File: src/rtl/a0_trace_buffer.sv
// a0 change tracer: captures {a0, cycle stamp} into a show-ahead FIFO on change.
// Optional stamp storage enabled by defining TRACE_STAMP_EN.
module a0_trace_buffer #(
  parameter int DATA_W  = 32,
  parameter int DEPTH   = 16,
  parameter int STAMP_W = 16
) (
  input  logic                     clk,
  input  logic                     rst,
  input  logic [DATA_W-1:0]        a0,
  input  logic                     en,
  input  logic                     out_ready,
  input  logic                     clr_ovf,
  output logic                     out_valid,
  output logic [DATA_W-1:0]        out_data,
  output logic [STAMP_W-1:0]       out_stamp,
  output logic [$clog2(DEPTH):0]   count,
  output logic                     overflow
);

  localparam int AW = $clog2(DEPTH);
  localparam logic [AW:0] FULL = (AW+1)'(DEPTH);

  logic [DATA_W-1:0] prev_q;
  logic [AW-1:0]     wr_ptr_q, wr_ptr_d;
  logic [AW-1:0]     rd_ptr_q, rd_ptr_d;
  logic [AW:0]       count_q, count_d;
  logic              ovf_q, ovf_d;
  logic [DATA_W-1:0] mem_q [DEPTH];

  logic change;
  logic push_req;
  logic full;
  logic pop;
  logic push_ok;
  logic drop;

  // Capture and handshake qualifiers
  always_comb begin
    change   = (a0 != prev_q);
    push_req = en & change;
    full     = (count_q == FULL);
    pop      = (count_q != '0) & out_ready;
    push_ok  = push_req & (~full | pop);
    drop     = push_req & full & ~pop;
  end

  // Next-state for pointers, occupancy and sticky overflow
  always_comb begin
    wr_ptr_d = wr_ptr_q;
    rd_ptr_d = rd_ptr_q;
    count_d  = count_q;
    ovf_d    = ovf_q;
    if (push_ok) wr_ptr_d = wr_ptr_q + 1'b1;
    if (pop)     rd_ptr_d = rd_ptr_q + 1'b1;
    unique case ({push_ok, pop})
      2'b10:   count_d = count_q + 1'b1;
      2'b01:   count_d = count_q - 1'b1;
      default: count_d = count_q;
    endcase
    if (drop)         ovf_d = 1'b1;
    else if (clr_ovf) ovf_d = 1'b0;
  end

  // Control state; a0 history tracks every cycle regardless of en
  always_ff @(posedge clk or posedge rst) begin
    if (rst) begin
      prev_q   <= '0;
      wr_ptr_q <= '0;
      rd_ptr_q <= '0;
      count_q  <= '0;
      ovf_q    <= 1'b0;
    end else begin
      prev_q   <= a0;
      wr_ptr_q <= wr_ptr_d;
      rd_ptr_q <= rd_ptr_d;
      count_q  <= count_d;
      ovf_q    <= ovf_d;
    end
  end

  // Data storage; contents need no reset since count gates visibility
  always_ff @(posedge clk) begin
    if (push_ok) mem_q[wr_ptr_q] <= a0;
  end

`ifdef TRACE_STAMP_EN
  logic [STAMP_W-1:0] stamp_q, stamp_d;
  logic [STAMP_W-1:0] smem_q [DEPTH];

  // Free-running stamp, wraps naturally
  always_comb begin
    stamp_d = stamp_q + 1'b1;
  end

  // Stamp counter register
  always_ff @(posedge clk or posedge rst) begin
    if (rst) stamp_q <= '0;
    else     stamp_q <= stamp_d;
  end

  // Stamp field stored alongside each entry
  always_ff @(posedge clk) begin
    if (push_ok) smem_q[wr_ptr_q] <= stamp_q;
  end

  assign out_stamp = smem_q[rd_ptr_q];
`else
  assign out_stamp = '0;
`endif

  assign out_valid = (count_q != '0);
  assign out_data  = mem_q[rd_ptr_q];
  assign count     = count_q;
  assign overflow  = ovf_q;

endmodule

File: config.mk
export PLATFORM = sky130hd
export DESIGN_NAME = a0_trace_buffer
export DESIGN_NICKNAME = d
export VERILOG_FILES = /design/src/rtl/a0_trace_buffer.sv
export SDC_FILE = /design/constraint.sdc
export NUM_CORES = 1
export LEC_CHECK = 0
export BUFFER_PORTS_ARGS = -buffer_cell sky130_fd_sc_hd__buf_2
export CAP_MARGIN = 10
export CORE_ASPECT_RATIO = 2
export CORE_MARGIN = 3
export CORE_UTILIZATION = 45
export CTS_CLUSTER_DIAMETER = 120
export DETAILED_ROUTE_END_ITERATION = 16
export PLACE_DENSITY_LB_ADDON = 0.05
export SLEW_MARGIN = 0
export SYNTH_ARGS = -nofsm -noshare
export SYNTH_HDL_FRONTEND = slang
export SYNTH_SLANG_ARGS = --single-unit
File: constraint.sdc
create_clock -name clk -period 3.77 [get_ports clk]
set_input_delay 0 -clock clk [delete_from_list [all_inputs] [get_ports clk]]
set_output_delay 0 -clock clk [all_outputs]
set_load 0.05 [all_outputs]
* Yosys cells after proc, flatten, opt, wreduce, memory -nomap -nowiden
Memories as Yosys holds them, arrays and structs flattened. Index checks and enable logic that the tools add are counted.
Operators by class: div/mod/pow operators 0, add/sub/neg operators 4, shifts and indexed selects 0, equality and inequality tests 4, bitwise logic cells 8, mux-type cells 5, reductions and logical operators 3, multipliers 0, magnitude comparators 0
Operators with widths (number):
- $ne A32 B32 Y1 | 1
- $pmux W5 S2 | 1
- $add A4 B1 Y4 const B | 2
- $add A5 B1 Y5 const B | 1
- $and A1 B1 Y1 | 5
- $eq A5 B5 Y1 const B | 1
- $reduce_bool A5 Y1 | 1
- $sub A5 B1 Y5 const B | 1
- $mux W1 | 4
- $reduce_bool A2 Y1 | 2
- $eq A2 B1 Y1 const B | 1
- $eq A2 B2 Y1 const B | 1
- $not A1 Y1 | 2
- $or A1 B1 Y1 | 1
Storage, ports and cells: register bits 46, output and inout bits 55, bits in latches 0, memories 1, RAM bits 512, logic and storage cells 30, memory bits (read-only) 0
Memory list:
- mem_q | depth 16, bits a word 32, rd ports 1, clocked after memory_dff 0, wr ports 1, RTL line 29 | logic [DATA_W-1:0] mem_q [DEPTH];

* Logic depth before layout (Yosys ltp)
Gate-level depths: netlist of run 1.
depth after elaboration 6, mapped depth 12, depth with buffers taken out 11

* Worst setup path before layout of run 1
Ideal clock, no wire load.
path type reg2reg, from register count_q[0], in the netlist count[0], to register count_q[4], in the netlist count[4], arrival time 3.432 ns, cell stages (with the launch flop) 11, setup time 0.071 ns, slack 0.266 ns, clock period less this slack 3.504 ns, path through dfrtp_1 -> nor4_1 -> nand2b_1 -> and2_2 -> and2_2 -> fa_1 -> a21o_1 -> a21o_1 -> or4_1 -> and4_1 -> nand4_1
Between the ends: cells in the longest elaborated chain, start to end 6, elaborated cells on any way between the ends 12, classes of those cells add/sub: 2; eq/ne: 3; mux: 1; bitwise: 4; reduce/logical: 2
RTL lines:
- start: declaration | RTL line 27 | logic [AW:0] count_q, count_d;
- start signal: assignment | RTL line 77 | count_q <= count_d;
- $reduce_bool A5 Y1 (*)
- net out_valid | RTL line 14 | output logic out_valid,
- $and A1 B1 Y1 (*) | RTL line 43 | pop = (count_q != '0) & out_ready;
- $or A1 B1 Y1 | RTL line 44 | push_ok = push_req & (~full | pop);
- $and A1 B1 Y1 | RTL line 44
- $eq A2 B1 Y1 / $eq A2 B2 Y1 (equally long branches) | RTL line 56 | unique case ({push_ok, pop})
- $pmux W5 S2 / $reduce_bool A2 Y1 (equally long branches)
The timed path passes the listed nets; every way through them passes the cells marked *. A chain may end at the register's enable or synchronous reset.

* Final worst setup path of run 1
from register prev_q[5], to register count_q[4], in the netlist count[4]
Between the ends: cells in the longest elaborated chain, start to end 5, elaborated cells on any way between the ends 7, classes of those cells eq/ne: 3; mux: 1; bitwise: 2; reduce/logical: 1
RTL lines:
- start: declaration | RTL line 24 | logic [DATA_W-1:0] prev_q;
- start signal: assignment | RTL line 68 | prev_q <= '0;
- start signal: assignment | RTL line 74 | prev_q <= a0;
- $ne A32 B32 Y1 (*) | RTL line 40 | change = (a0 != prev_q);
- $and A1 B1 Y1 (*) | RTL line 41 | push_req = en & change;
- $and A1 B1 Y1 (*) | RTL line 44
- $eq A2 B1 Y1 / $eq A2 B2 Y1 (equally long branches) | RTL line 56
- $pmux W5 S2 / $reduce_bool A2 Y1 (equally long branches)
Every way passes the cells marked *; elsewhere a longest branch is shown, timed or not.

==> out/qor.txt, run 1 <==
Core footprint: 46,900 um^2
Row count: 112
Vias in the first global route: 10.6k
Worst slew margin: 0.405
First-pass DRT Iterations: 5
Syn Area/Cell: 23.8 um^2
Height of the die: 315 um
Fill count: 3,670
Syn Std Cell Area: 21,500 um^2
Sum Neg Setup Slack: 0 ps
Crit path buffers/inverters: 1
CTS clk-pin slew, worst paths: 60 ps
Register-to-Register Setup Slack: 310 ps
Synth warnings: 0
Antenna Cells: 0
Synth area leaders: edfxtp_1, mux4_2, dfrtp_1, xnor2_1, buf_4
Fmax: 289 MHz
Ys async rst share: 0.0824
Yosys top cell area share: 0.716
Final net count: 1,118
Io pins: 92
Worst Setup Start Kind: flop
WP data arrival: 3950 ps
Period utilization: 0.917
Number of synthesized flops with an enable pin: 512
Worst Path Required: 4260 ps
Fin crit period: 3460 ps
Drt total wl: 49,100 um
Cells after Synth: 903
Total congestion overflow: 0
Complex-gate fraction of the synthesized area: 0.00472
Outcome: complete, no violations
Unrepaired setup endpoints after global routing: false
Vias per inst: 5.59
Cell taking the most area after synthesis: edfxtp_1
Hold Path Class: input port to async pin
First-pass GRT wire length: 72,600 um
Longest Clk Path Bufs: 3
Main combinational cell family by area after synthesis: multiplexers
Post-synth top cells: edfxtp_1, mux4_2, dfrtp_1
Initial antenna violation count: 0
DIE AREA: 50,500 um^2
Layout cells sized above 1: 0.343
Num CTS Buffers: 48
Via Count: 9,718
Cts hold-fix bufs: 36
Peak supply drop: 0.666 mV
Final setup vio count: 0
Port bufs: 75
Synth Area in XOR/XNOR: 0.0171
Main synth FF type: edfxtp_1
DR DRC count: 0
Multiplexer share of the synthesized area: 0.171
Clk Latency, worst-skew pair: 560 ps
Largest delay share family, worst path: simple AND/OR/NAND/NOR gates
Die Width: 160 um
Resized Gates After CTS: 0
CP max-delay cell: xnor2_1
DPL Wire Length: 29,500 um
Top fanout value on the critical path: 6
Yosys reg bits: 558
Post-Synth Simple-Gate Area: 0.0171
Pin count of the biggest net entering global routing: 53
Sequential-to-total area share from yosys stat: 0.770
Average wire per standard cell: 28.3 um
Layout area overhead: 16.1%
Worst Max-Slew Pin Slew: 892 ps
Remaining antenna violation count: 0
Clk_skew: 17.0 ps
Most common cell in the netlist: edfxtp_1
Synth Area in Adders: 0.00560
Synth cell types: 46
Placer Congestion: 0.761
CTS tree: done
Total track usage: 0.198
# clock sinks: 558
Drt initial violations: 623
Htree depth: 2
Crit path capture type: flop
Max-cap violations: 0
Cell breakdown of the critical path: xnor2_1 > nand4_1 > nor4_2 > buf_4 > a21bo_1 > and2_2 > ha_1 > a21o_1 > a21o_1 > or4_1 > and4_1 > nand4_1
CP Class: flop to flop
Total power: 18.7 mW
Post-CTS Setup Bufs: 0
Final hold viol count: 0
Max-slew violation count: 0
CTS root buffer: clkbuf_16
Lkg Pwr: 8.07 nW
Largest incremental delay on the critical path: 550 ps
Initial Utilization: 0.457
Final core occ: 0.531
PwrDens: 752 nW/um^2
==> cell families after synthesis <==
kind of cell / count (synthesis)
muxes: 164
adders and majority gates: 9
buffers and inverters: 62
DFF: 558
xor gates and xnor gates: 42
AOI/OAI and AO/OA: 12
and+or+nand+nor: 55
other: 1
==> metrics by stage <==
step                      hold slack (ps)  cells  setup slack [ps]  cell area (um^2)
after floorplan                      31.4    918               266             21500
after global placement               94.4   1613               227             23100
after detailed placement             91.2   1613               250             23100
after CTS                            43.8   1737               222             24900
after global routing                 80.9   1737               110             24900
final                                47.3   1737               312             24900
==> layout make-up <==
class	count	area, um^2	area share
flip-flops and latches	558	16500	0.664
clock buffers	67	1310	0.0527
clock inverters	21	123	0.00492
inverters	5	18.8	0.000754
multi-input cells	298	4700	0.189
repair buffers	161	1440	0.0577
well taps	627	785	0.0315
==> sequential cells by signal (all words and copies together), names as in the netlist <==
| register | flops |
|---|---|
| count | 5 |
| mem_q | 512 |
| overflow | 1 |
| prev_q | 32 |
| rd_ptr_q | 4 |
| wr_ptr_q | 4 |
==> report_power, final <==
group | internal, mW | leakage [nW] | switching, mW
combinational | 2.57 | 2.21 | 3.62
clock | 2.50 | 0.707 | 2.13
sequential | 7.41 | 5.16 | 0.495
total | 12.5 | 8.07 | 6.24
==> worst register-to-register path: cells and delay by family, from the launching register on <==
family,cells,cell delay (ps)
flops,1,380
compound gates,3,550
fa+ha+maj,1,280
buf+inv,1,190
simple gates,6,1450
xor+xnor,1,550
==> layout by cell type, fill, tap and decap left out, types with 2 or more instances in the layout <==
| master | count |
|---|---|
| edfxtp_1 | 512 |
| mux4_2 | 160 |
| buf_2 | 75 |
| clkbuf_16 | 49 |
| dfrtp_1 | 42 |
| xnor2_1 | 39 |
| dlygate4sd3_1 | 36 |
| buf_12 | 26 |
| buf_4 | 24 |
| conb_1 | 16 |
| clkbuf_1 | 16 |
| and2_2 | 14 |
| nand4_1 | 12 |
| clkinv_2 | 11 |
| ha_1 | 8 |
| clkinv_1 | 8 |
| nand2_1 | 5 |
| inv_1 | 4 |
| and4_2 | 4 |
| xor2_1 | 3 |
| a21o_1 | 3 |
| nor4_1 | 2 |
| nor4_2 | 2 |
| nor4b_1 | 2 |
| nor3_1 | 2 |
| nand3_1 | 2 |
| mux2_1 | 2 |
| clkbuf_8 | 2 |
| dfrtp_4 | 2 |
| dfrtp_2 | 2 |
==> routing by layer <==
metal / vias up / wire, um / GRT usage
li1: 4112 / - / -
met1: 5279 / 19300 / 0.252
met2: 239 / 26200 / 0.352
met3: 88 / 1840 / 0.0268
met4: 0 / 1710 / 0.0671
met5: - / 0 / 0
==> final timing paths <==
path / startpoint / endpoint / depth (start not counted)
max in group asynchronous: rst / rd_ptr_q[1] / 4
min in group clk: clr_ovf / overflow / 3
min: rst / prev_q[5] / 3
max: prev_q[5] / count[4] / 12
max reg2reg: prev_q[5] / count[4] / 12
min reg2reg: overflow / overflow / 2
No activity file was read; power rests on OpenSTA's default activity.
==> run 2: changes to the inputs <==
--- a/config.mk
+++ b/config.mk
@@ -5,13 +5,13 @@
 export SDC_FILE = /design/constraint.sdc
 export NUM_CORES = 1
 export LEC_CHECK = 0
-export BUFFER_PORTS_ARGS = -buffer_cell sky130_fd_sc_hd__buf_2
 export CAP_MARGIN = 10
 export CORE_ASPECT_RATIO = 2
 export CORE_MARGIN = 3
 export CORE_UTILIZATION = 45
 export CTS_CLUSTER_DIAMETER = 120
 export DETAILED_ROUTE_END_ITERATION = 16
+export DONT_BUFFER_PORTS = 1
 export PLACE_DENSITY_LB_ADDON = 0.05
 export SLEW_MARGIN = 0
 export SYNTH_ARGS = -nofsm -noshare
==> out/qor.txt, run 2 (synthesis gave the netlist of run 1 again) <==
Row count: 112
Port bufs: 0
Placer Congestion: 0.727
Pin count of the biggest net entering global routing: 132
Cell internal pwr: 12.6 mW
Clk Latency, worst-skew pair: 560 ps
Crit path buffers/inverters: 1
Crit path capture type: flop
Worst slew margin: 0.322
Total track usage: 0.201
Average wire per standard cell: 29.8 um
Drt initial violations: 737
Die Width: 160 um
R2R Path Start: prev_q[5]
CTS clk-pin slew, worst paths: 60 ps
Clk pwr share: 0.267
Register-to-Register Setup Slack: 450 ps
Commonest non-fill, non-tap cells in the layout: edfxtp_1, mux4_2, clkbuf_16, dfrtp_1, xnor2_1
Core footprint: 46,900 um^2
CP Class: input port to flop
Lkg Pwr: 7.74 nW
Vias per inst: 5.62
Final setup vio count: 0
Peak supply drop: 0.602 mV
Sum Neg Setup Slack: 0 ps
Layout cells sized above 1: 0.295
CTS tree: done
Max reg flops: 512
Clk_skew: 12.1 ps
Layout area overhead: 13.8%
Io pins: 92
CP max-delay cell: dlygate4sd3_1
Post-CTS Setup Bufs: 0
Total congestion overflow: 0
WP data arrival: 3970 ps
DR DRC count: 0
Most common cell after layout, fill and taps aside: edfxtp_1
Crit path launch: a0[13]
Largest Register: mem_q
Drt total wl: 49,200 um
Remaining antenna violation count: 0
Vias in the first global route: 10.4k
Register-to-Register Path Depth: 11
Psw: 6.24 mW
Height of the die: 315 um
Via Count: 9,281
Worst Path Required: 4270 ps
Max-cap violations: 0
Longest Clk Path Bufs: 3
Number of stages on the worst setup path: 12
Seq pwr share: 0.419
Unrepaired setup endpoints after global routing: false
Initial antenna violation count: 4
Htree depth: 2
DIE AREA: 50,500 um^2
Hold Path Class: input port to flop
Initial Utilization: 0.457
Combinational Power Share: 0.314
CTS root buffer: clkbuf_16
PwrDens: 772 nW/um^2
Sw Ratio: 0.331
Fmax: 288 MHz
Worst Setup Start Kind: input port
Min Hold Slack: 71.6 ps
First-pass GRT wire length: 72,800 um
Cell breakdown of the critical path: dlygate4sd3_1 > xnor2_1 > nand4_1 > nor4_2 > a21bo_1 > and2_2 > ha_1 > a21o_1 > a21o_1 > or4_1 > and4_1 > nand4_1
# clock sinks: 558
Resized Gates After CTS: 0
First-pass DRT Iterations: 5
Period utilization: 0.920
Min setup slack post-route: 301 ps
Reg2reg end: count[4]
Max-slew violation count: 0
Final net count: 1,027
DPL Wire Length: 26,700 um
DP Worst Slack: 498 ps
Largest delay share family, worst path: simple AND/OR/NAND/NOR gates
Outcome: complete, no violations
Final hold viol count: 0
Fin crit period: 3470 ps
Top fanout value on the critical path: 18
Cts hold-fix bufs: 37
Setup crit end: count[4]
Num CTS Buffers: 48
Largest incremental delay on the critical path: 1080 ps
Worst Max-Slew Pin Slew: 1020 ps
[run 2: changes by cell type in the layout (fill, tap and decap cells not counted)]
cell | before | now
buf_2 | 75 | 0
buf_12 | 26 | 9
clkbuf_1 | 16 | 7
clkbuf_16 | 49 | 55
clkinv_2 | 11 | 6
clkinvlp_4 | 1 | 5
clkinv_4 | 0 | 3
diode_2 | 0 | 3
inv_6 | 0 | 2
bufinv_16 | 1 | 2
clkbuf_8 | 2 | 3
clkinv_1 | 8 | 7
dlygate4sd3_1 | 36 | 37
[run 2: metal layers]
layer / up-vias / part of all wire / GRT usage
met3: 79 / 0.044 / 0.0309
met1: 5016 / 0.39 / 0.253
met2: 248 / 0.54 / 0.361
met5: - / 0.00047 / 0
met4: 4 / 0.028 / 0.0582
li1: 3934 / - / -
[run 2: how the worst min path moves through the flow]
| stage | from | end | slack [ps] | cells after the start |
|---|---|---|---|---|
| final | en | count[2] | 70 | 4 |
| after detailed placement | a0[26] | prev_q[26] | 30 | 0 |
| after global placement | a0[27] | prev_q[27] | 30 | 0 |
| after CTS | en | count[2] | 10 | 4 |
| after floorplan | a0[0] | prev_q[0] | 30 | 0 |
| after global routing | en | count[2] | 90 | 4 |
[run 2: area by class of cell]
class | count | area, um^2
fillers | 3679 | 22500
well taps | 627 | 785
diodes | 3 | 7.51
clock inverters | 25 | 198
inverters | 5 | 18.8
clock buffers | 65 | 1440
repair buffers | 70 | 731
multi-input cells | 298 | 4700
flip-flops and latches | 558 | 16500
[run 2: worst min-delay path, stage by stage]
cell and delay (ps):
a21bo_1 190, buf_4 200, xor2_1 80, o2bb2ai_1 110
[run 2: stage by stage]
stage	power, mW	area [um^2]	utilization	std cells
final	18.8	24400	0.520	1651
after global routing	19.7	24400	0.520	1649
after CTS	19.2	24400	0.520	1648
after detailed placement	14.0	22400	0.477	1521
after global placement	13.9	22400	0.477	1521
after floorplan	12.5	21500	-	918
[run 2: power groups by stage]
stage          Sequential [mW]  Combinational [mW]  Clock (mW)
4_1_cts                   7.91                6.08        5.18
3_5_place_dp              8.04                5.94           0
6_report                  7.90                5.91        5.03
5_1_grt                   7.97                6.27        5.42
2_1_floorplan             7.78                4.70           0
3_3_place_gp              7.99                5.87           0
